[src/rtl/add_arb_pkg.sv]
// add_arb_pkg: shared constants, FSM state type and id-width helper for add_arbiter
package add_arb_pkg;
  localparam int DATA_W = 32;
  typedef enum logic [1:0] {
    IDLE = 2'b00,
    WAIT = 2'b01,
    RESP = 2'b10
  } state_t;
  function automatic int idw(input int n);
    return (n > 1) ? $clog2(n) : 1;
  endfunction
endpackage

[src/rtl/add_arbiter_rr_pick.sv]
// rr_pick: combinational round-robin pick, lowest requester at or above ptr, wrapping to the lowest below it
//   req     : request vector
//   ptr     : priority start index
//   gnt     : one-hot winner (zero when nothing requests)
//   gnt_idx : binary index of the winner
//   any     : at least one request present
module rr_pick
  import add_arb_pkg::*;
#(
  parameter int N   = 4,
  parameter int IDW = idw(N)
) (
  input  logic [N-1:0]   req,
  input  logic [IDW-1:0] ptr,
  output logic [N-1:0]   gnt,
  output logic [IDW-1:0] gnt_idx,
  output logic           any
);
  logic           w_hit_hi;
  logic [IDW-1:0] w_idx_hi;
  logic [IDW-1:0] w_idx_lo;
  // Descending scan so the lowest matching index is written last and wins.
  always_comb begin
    w_hit_hi = 1'b0;
    w_idx_hi = '0;
    w_idx_lo = '0;
    for (int i = N - 1; i >= 0; i--) begin
      if (req[i] && (IDW'(i) >= ptr)) begin
        w_hit_hi = 1'b1;
        w_idx_hi = IDW'(i);
      end
      if (req[i]) w_idx_lo = IDW'(i);
    end
    gnt_idx = w_hit_hi ? w_idx_hi : w_idx_lo;
  end
  assign any = |req;
  assign gnt = any ? (N'(1) << gnt_idx) : '0;
endmodule

[src/rtl/add_arbiter.sv]
// add_arbiter: round-robin sequencer sharing one 32-bit adder among N requesters
//   clk, rst_n            : clock, asynchronous active-low reset
//   req_valid/req_a/req_b : per-requester operand requests (32 bits per slot)
//   req_ready             : one-hot combinational accept
//   adder_a/adder_b       : registered operands to the shared adder
//   adder_sum             : adder result, valid ADD_LAT cycles after operands settle
//   resp_valid/resp_id/resp_sum/resp_ready : response channel
//   busy                  : FSM not idle
// Optional macro ADD_ARB_CARRY_EN adds req_cin, adder_cin, adder_cout, resp_cout.
module add_arbiter
  import add_arb_pkg::*;
#(
  parameter int N       = 4,
  parameter int ADD_LAT = 2
) (
  input  logic                 clk,
  input  logic                 rst_n,
  input  logic [N-1:0]         req_valid,
  input  logic [N*DATA_W-1:0]  req_a,
  input  logic [N*DATA_W-1:0]  req_b,
  output logic [N-1:0]         req_ready,
  output logic [DATA_W-1:0]    adder_a,
  output logic [DATA_W-1:0]    adder_b,
  input  logic [DATA_W-1:0]    adder_sum,
  output logic                 resp_valid,
  output logic [idw(N)-1:0]    resp_id,
  output logic [DATA_W-1:0]    resp_sum,
  input  logic                 resp_ready,
  output logic                 busy
`ifdef ADD_ARB_CARRY_EN
  ,
  input  logic [N-1:0]         req_cin,
  output logic                 adder_cin,
  input  logic                 adder_cout,
  output logic                 resp_cout
`endif
);
  localparam int IDW = idw(N);
  localparam int CW  = $clog2(ADD_LAT + 1);
  state_t              r_state;
  state_t              w_next;
  logic [CW-1:0]       r_cnt;
  logic [IDW-1:0]      r_ptr;
  logic [IDW-1:0]      r_id;
  logic [DATA_W-1:0]   r_a;
  logic [DATA_W-1:0]   r_b;
  logic [DATA_W-1:0]   r_sum;
  logic                r_vld;
  logic [N-1:0]        w_gnt;
  logic [IDW-1:0]      w_gidx;
  logic                w_any;
  logic [DATA_W-1:0]   w_a;
  logic [DATA_W-1:0]   w_b;
  logic                w_acc;
  logic                w_done;
  rr_pick #(.N(N), .IDW(IDW)) u_pick (
    .req     (req_valid),
    .ptr     (r_ptr),
    .gnt     (w_gnt),
    .gnt_idx (w_gidx),
    .any     (w_any)
  );
  assign w_acc  = (r_state == IDLE) && w_any;
  assign w_done = (r_state == WAIT) && (r_cnt == CW'(1));
  // One-hot operand select driven by the grant.
  always_comb begin
    w_a = '0;
    w_b = '0;
    for (int i = 0; i < N; i++) begin
      w_a |= w_gnt[i] ? req_a[i*DATA_W +: DATA_W] : '0;
      w_b |= w_gnt[i] ? req_b[i*DATA_W +: DATA_W] : '0;
    end
  end
  always_ff @(posedge clk or negedge rst_n) begin
    if (!rst_n) r_state <= IDLE;
    else        r_state <= w_next;
  end
  always_comb begin
    w_next = w_acc ? WAIT :
             w_done ? RESP :
             ((r_state == RESP) && resp_ready) ? IDLE : r_state;
  end
  // req_ready is gated by rst_n so no grant is visible while reset is held.
  always_comb begin
    req_ready = (rst_n && (r_state == IDLE)) ? w_gnt : '0;
    busy      = (r_state != IDLE);
  end
  always_ff @(posedge clk or negedge rst_n) begin
    if (!rst_n) begin
      r_ptr <= '0;
      r_cnt <= '0;
      r_a   <= '0;
      r_b   <= '0;
      r_id  <= '0;
      r_sum <= '0;
      r_vld <= 1'b0;
    end else begin
      if (w_acc) begin
        r_a   <= w_a;
        r_b   <= w_b;
        r_id  <= w_gidx;
        r_ptr <= (w_gidx == IDW'(N - 1)) ? '0 : w_gidx + 1'b1;
        r_cnt <= CW'(ADD_LAT);
      end
      if (r_state == WAIT) r_cnt <= r_cnt - 1'b1;
      if (w_done) begin
        r_sum <= adder_sum;
        r_vld <= 1'b1;
      end
      if ((r_state == RESP) && resp_ready) r_vld <= 1'b0;
    end
  end
  assign adder_a    = r_a;
  assign adder_b    = r_b;
  assign resp_valid = r_vld;
  assign resp_id    = r_id;
  assign resp_sum   = r_sum;
`ifdef ADD_ARB_CARRY_EN
  logic r_cin;
  logic r_cout;
  always_ff @(posedge clk or negedge rst_n) begin
    if (!rst_n) begin
      r_cin  <= 1'b0;
      r_cout <= 1'b0;
    end else begin
      if (w_acc)  r_cin  <= |(w_gnt & req_cin);
      if (w_done) r_cout <= adder_cout;
    end
  end
  assign adder_cin = r_cin;
  assign resp_cout = r_cout;
`endif
endmodule

[config.mk]
export PLATFORM = sky130hd
export DESIGN_NAME = add_arbiter
export DESIGN_NICKNAME = d
export VERILOG_FILES = /design/src/rtl/add_arb_pkg.sv /design/src/rtl/add_arbiter_rr_pick.sv /design/src/rtl/add_arbiter.sv
export SDC_FILE = /design/constraint.sdc
export NUM_CORES = 1
export LEC_CHECK = 0
export BUFFER_PORTS_ARGS = -buffer_cell sky130_fd_sc_hd__buf_2
export CORE_AREA = 2 2 153 155
export CTS_CLUSTER_SIZE = 16
export DETAILED_ROUTE_END_ITERATION = 10
export DIE_AREA = 0 0 155 157
export GPL_ROUTABILITY_DRIVEN = 0
export PLACE_DENSITY_LB_ADDON = 0.1
export REMOVE_ABC_BUFFERS = 1
export SLEW_MARGIN = 10
export SYNTH_ARGS = -nofsm -noshare
export SYNTH_HDL_FRONTEND = slang
export SYNTH_SLANG_ARGS = --single-unit
[constraint.sdc]
create_clock -name clk -period 2.22 [get_ports clk]
set_input_delay 0.444 -clock clk [delete_from_list [all_inputs] [get_ports clk]]
set_output_delay 0.444 -clock clk [all_outputs]
set_load 0.02 [all_outputs]
# Yosys cells after proc, flatten, opt, wreduce, memory -nomap -nowiden
# Cells that the tools add are included.
dict set report word_totals {
  ff_bits 105
  latchBits 0
  ram_bits 0
  mem_bits_ro 0
  out_inout_bits 104
  wordCells 70
  mem_count 0
}
dict set report op_classes {
  n_addsub 2
  mul 0
  n_div 0
  magnitude_cmp 4
  n_eq_ne 4
  shifts 1
  muxes 31
  bitwise 6
  reduce_logical 14
}
# op count
set ops {}
lappend ops {{$mux W32} 8}
lappend ops {{$or A32 B32 Y32} 6}
lappend ops {{$mux W2} 15}
lappend ops {{$logic_and A1 B1 Y1} 8}
lappend ops {{$mux W4} 2}
lappend ops {{$mux W1} 6}
lappend ops {{$reduce_bool A2 Y1} 3}
lappend ops {{$eq A2 B1 Y1 const B} 2}
lappend ops {{$eq A2 B2 Y1 const B} 2}
lappend ops {{$ge A1 B2 Y1 const A} 2}
lappend ops {{$ge A2 B2 Y1 const A} 2}
lappend ops {{$reduce_or A4 Y1} 1}
lappend ops {{$shl A1 B2 Y4 const A} 1}
lappend ops {{$reduce_bool A3 Y1} 1}
lappend ops {{$add A2 B1 Y2 const B} 1}
lappend ops {{$logic_not A2 Y1} 1}
lappend ops {{$sub A2 B1 Y2 const B} 1}

# Longest topological paths before layout
dict set report logic_depth {
  depth_word 13
  mapped_depth 9
  mapped_depth_nobuf 7
}

# Hierarchy
# From an unflattened synthesis, not the netlist that was laid out.
dict set report unflattened {
  cells_unflattened 501
  hier_area_um2 5235.0
}
# mod n_inst cells_each area_each_um2 seq_area_each_um2
set by_module_without_submodules {}
lappend by_module_without_submodules {add_arbiter 1 469 5002.3 2627.5}
lappend by_module_without_submodules {rr_pick 1 32 232.7 0.0}

# Worst setup path before layout
# Ideal clock, no wire load.
dict set report synth_timing {
  kind {register -> output}
  from {register r_ptr[1]}
  to {output port req_ready[3]}
  arrival_ns 2.089
  required_time_ns 1.776
  setup_slack_ns -0.313
  path_stages_with_launch 8
  n_path_buf 2
  cell_sequence {dfrtp_1 -> nand2b_1 -> a21boi_0 -> a221oi_1 -> ha_1 -> clkbuf_1 -> buf_2 -> and2_1}
}
dict set report synth_between {
  elab_chain_len 10
}
# element line_no
set synth_lines {}
lappend synth_lines {{start, declared} add_arbiter.sv:43} ;# logic [IDW-1:0] r_ptr;
lappend synth_lines {{start signal, assigned} add_arbiter.sv:102} ;# r_ptr <= (w_gidx == IDW'(N - 1)) ? '0 : w_gidx + 1'b1;
lappend synth_lines {{$ge A2 B2 Y1} add_arbiter_rr_pick.sv:28} ;# if (req[i] && (IDW'(i) >= ptr)) begin
lappend synth_lines {{$logic_and A1 B1 Y1} add_arbiter_rr_pick.sv:28}
lappend synth_lines {{$mux W2 or $mux W1 (tied branches) (4 in series)} add_arbiter_rr_pick.sv:28}
lappend synth_lines {{$mux W2 *} add_arbiter_rr_pick.sv:34} ;# gnt_idx = w_hit_hi ? w_idx_hi : w_idx_lo;
lappend synth_lines {{named net u_pick.gnt_idx[0]} add_arbiter_rr_pick.sv:16} ;# output logic [IDW-1:0] gnt_idx,
lappend synth_lines {{$shl A1 B2 Y4 *} add_arbiter_rr_pick.sv:37} ;# assign gnt = any ? (N'(1) << gnt_idx) : '0;
lappend synth_lines {{$mux W4 *} add_arbiter_rr_pick.sv:37}
lappend synth_lines {{$mux W4 *} add_arbiter.sv:85} ;# req_ready = (rst_n && (r_state == IDLE)) ? w_gnt : '0;
lappend synth_lines {{end, declared} add_arbiter.sv:21} ;# output logic [N-1:0] req_ready,
# The timed path passes the listed nets; every way through them passes the cells marked *.

# Worst setup path in the final report
# Ends and elaborated chain as after synthesis.

==> summary.txt <==
Synthesis
  – Sequential area share after synthesis: 0.480
  – Yosys top cell by area: dfrtp_1
  – Top-count cell post-synth: dfrtp_1
  – Syn Area/Cell: between 9 and 10 µm²
  – Ys Warns: 0
  – Cells after Synth: slightly below 600
  – Yosys top cell area share: 0.480
  – Post-synth top flop: dfrtp_1
  – Top cells by count, synth: 105 x dfrtp_1, 74 x nand2_1, 71 x nor2_1, 64 x a31oi_1, 64 x nand4_1
  – Synth top area cells: dfrtp_1 48%, a221oi_1 9.6%, a31oi_1 7.3%, nand4_1 7.3%, mux2_2 6.6%
  – Synth cell types: 32
  – Post-synth EDFFs: 0
  – Syn Std Cell Area: around 5500 µm²
  – Seq cells post-synth: around 110
  – Synth async-reset ratio: 1.00

STA
  – Worst Max-Slew Pin Slew: 0.646 ns
  – Final setup fails: 20
  – RSZ-0062 raised after global routing: yes
  – Final Hold Fails: 0
  – Period minus WS final: 2.34 ns
  – Final setup TNS: -0.574 ns
  – Slew HR: 0.569
  – Pins Over Slew Limit: 0
  – Clk_skew: 0.0117 ns
  – Max Freq: 427 MHz
  – Final setup margin: -0.121 ns
  – Final worst-path cycle share: 1.05

CTS
  – H-tree Lvls: 3
  – Hold_buf cts: 0
  – CTS clk-pin slew, worst paths: approximately 0.080 ns
  – Sink Count: 105
  – CTS max path bufs: 2
  – Clk_lat worst skew: between 0.3 and 0.4 ns
  – CTS tree: yes
  – Number of buffers created by CTS: 9
  – CTS root buf: clkbuf_16

Hold path
  – Worst min-delay path category: in2async

Cells and area
  – Syn-to-layout area delta: 68.0%
  – Sequential cell area: 2630 µm²
  – Design Area, Final: roughly 9200 µm²
  – Multi-input gate area: 3160 µm²
  – FILL cells: 2,287
  – Share of post-route cells with drive strength above 1: 0.591
  – Final nets: 1,278

Place
  – Post-DP Area: 8110 µm²
  – PortBufs: 398
  – HPWL Detailed: ~19,000 µm

Power
  – Max VDD drop: 271 µV
  – Leakage: 4.06 nW
  – Pwr dens: 536 nW/µm²

Critical path
  – Slowest cell on crit path: dfrtp_2
  – Slowest stage delay, CP: approximately 0.45 ns
  – CP cell instances: nand2b_4 > a21boi_1 > a221oi_2 > buf_4 > ha_4 > and2_4 > buf_6
  – CP endpoint kind: output port
  – Required time worst endpoint: between 1.5 and 2 ns
  – Worst Path Arrival: 1.90 ns
  – Crit Path Class: reg2out
  – Startpoint type of the worst setup path: flop
  – Worst-path fanout max: 8

Drt
  – Vias: 6,507
  – Number of remaining DRC errors: 0
  – Routed WL: 26,700 µm
  – First drt pass iteration count: 4
  – Vias/cell: 5.10
  – DRT antenna net count: 0
  – Drt first-iter violations: between 200 and 300
  – Routed WL per cell: 20.9 µm

Global routing
  – Total GRT Usage: 0.208
  – GRT overflow: 0
  – First-pass GRT wire length: 38,600 µm
  – Vias in the first global route: ~6,600
  – Antenna violations before repair: 5
  – Largest net degree at the start of global routing: 106

Run status
  – Failing checks: negative setup slack
  – Outcome: finished with violations

Run
  – Max cap viols: 0

Floorplanning
  – Die ar.: 24,300 µm²
  – Site Rows: 55
  – Core area: between 20,000 and 25,000 µm²
  – Initial core utilization: 0.243
  – IO Pins: 399
  – DIE WIDTH: 155 µm
  – Die Y: 157 µm
## flip-flops by register name (all words and copies together), names as in the netlist
name        cells
adder_a        32
adder_b        32
r_cnt           2
r_ptr           2
r_state         2
resp_id         2
resp_sum       32
resp_valid      1
## per-layer routing
metal	vias up	wire, µm	share of wire	track usage
met5	-	0	0	0
met4	0	730	0.027	0.0816
met3	37	1830	0.069	0.0501
met2	290	13600	0.51	0.373
met1	3158	10600	0.40	0.240
li1	3022	-	-	-
## stage by stage
stage / worst slack, ns / instances / hold slack (ns) / util / power, mW
2_1_floorplan: -1.93 / 516 / 0.148 / - / 2.40
3_3_place_gp: -0.116 / 1243 / 0.483 / 0.360 / 3.12
3_5_place_dp: -0.124 / 1243 / 0.477 / 0.360 / 3.11
4_1_cts: -0.141 / 1268 / 0.222 / 0.395 / 4.92
5_1_grt: -0.194 / 1273 / 0.238 / 0.408 / 5.16
6_report: -0.121 / 1275 / 0.187 / 0.409 / 4.92
## final timing paths
| check | startpoint | to | slack (ns) | depth (start not counted) |
|---|---|---|---|---|
| worst max-delay path | r_ptr[1] | req_ready[3] | -0.12 | 7 |
| worst min-delay path | rst_n | resp_sum[24] | 0.19 | 2 |
| worst max register to register | r_ptr[1] | adder_a[18] | -0.07 | 10 |
| worst min register to register | resp_sum[6] | resp_sum[6] | 0.50 | 1 |
| max in group asynchronous | rst_n | adder_b[7] | 1.56 | 2 |
| min in group clk | resp_ready | r_state[1] | 0.29 | 2 |
## power breakdown
part	switching, mW	internal (mW)	leakage [nW]
combinational	0.736	0.570	2.87
clock	0.803	0.808	0.137
sequential	0.0338	1.97	1.06
total	1.57	3.35	4.06
## repair_timing
action | CTS | global route
buffers inserted | 6 | 1
cloned | 3 | 1
resized for setup | 62 | 34
setup endpoints to repair | 29 | 65
pin swaps | 5 | 6
## cell usage in the layout (no fill, tap or decap), types with 3 or more instances in the layout
master / n
buf_12: 15
dfrtp_1: 103
a21oi_1: 4
nand4_1: 64
nor2_1: 71
inv_1: 5
clkbuf_16: 10
buf_4: 35
buf_6: 4
buf_2: 394
nor2b_1: 3
a221oi_2: 49
o21ai_0: 6
mux2_2: 32
a221oi_4: 15
diode_2: 5
nand2_1: 73
a31oi_1: 64
## final cells by class
cell class                      instances  area share
Multi-Input combinational cell        405       0.344
Timing Repair Buffer                  453       0.296
Sequential cell                       105       0.286
Tap cell                              285      0.0388
Clock buffer                           10      0.0260
Clock inverter                          6     0.00531
Inverter                                6     0.00245
Antenna cell                            5     0.00136
## cell families after synthesis
kind of cell / share of synthesized area
adder cells (fa/ha/maj): 0.00686
AND/OR/NAND/NOR: 0.190
buffers and inverters: 0.0544
multiplexers: 0.0658
flip-flops: 0.480
AO/OA/AOI/OAI: 0.203
## worst max-delay path, delay by kind of cell (launching register included)
kind,cells,cell delay (ns)
compound gates,2,0.40
fa+ha+maj,1,0.12
buf+inv,2,0.29
flops,1,0.45
simple gates,2,0.29
(Power assumes the default switching activity.)
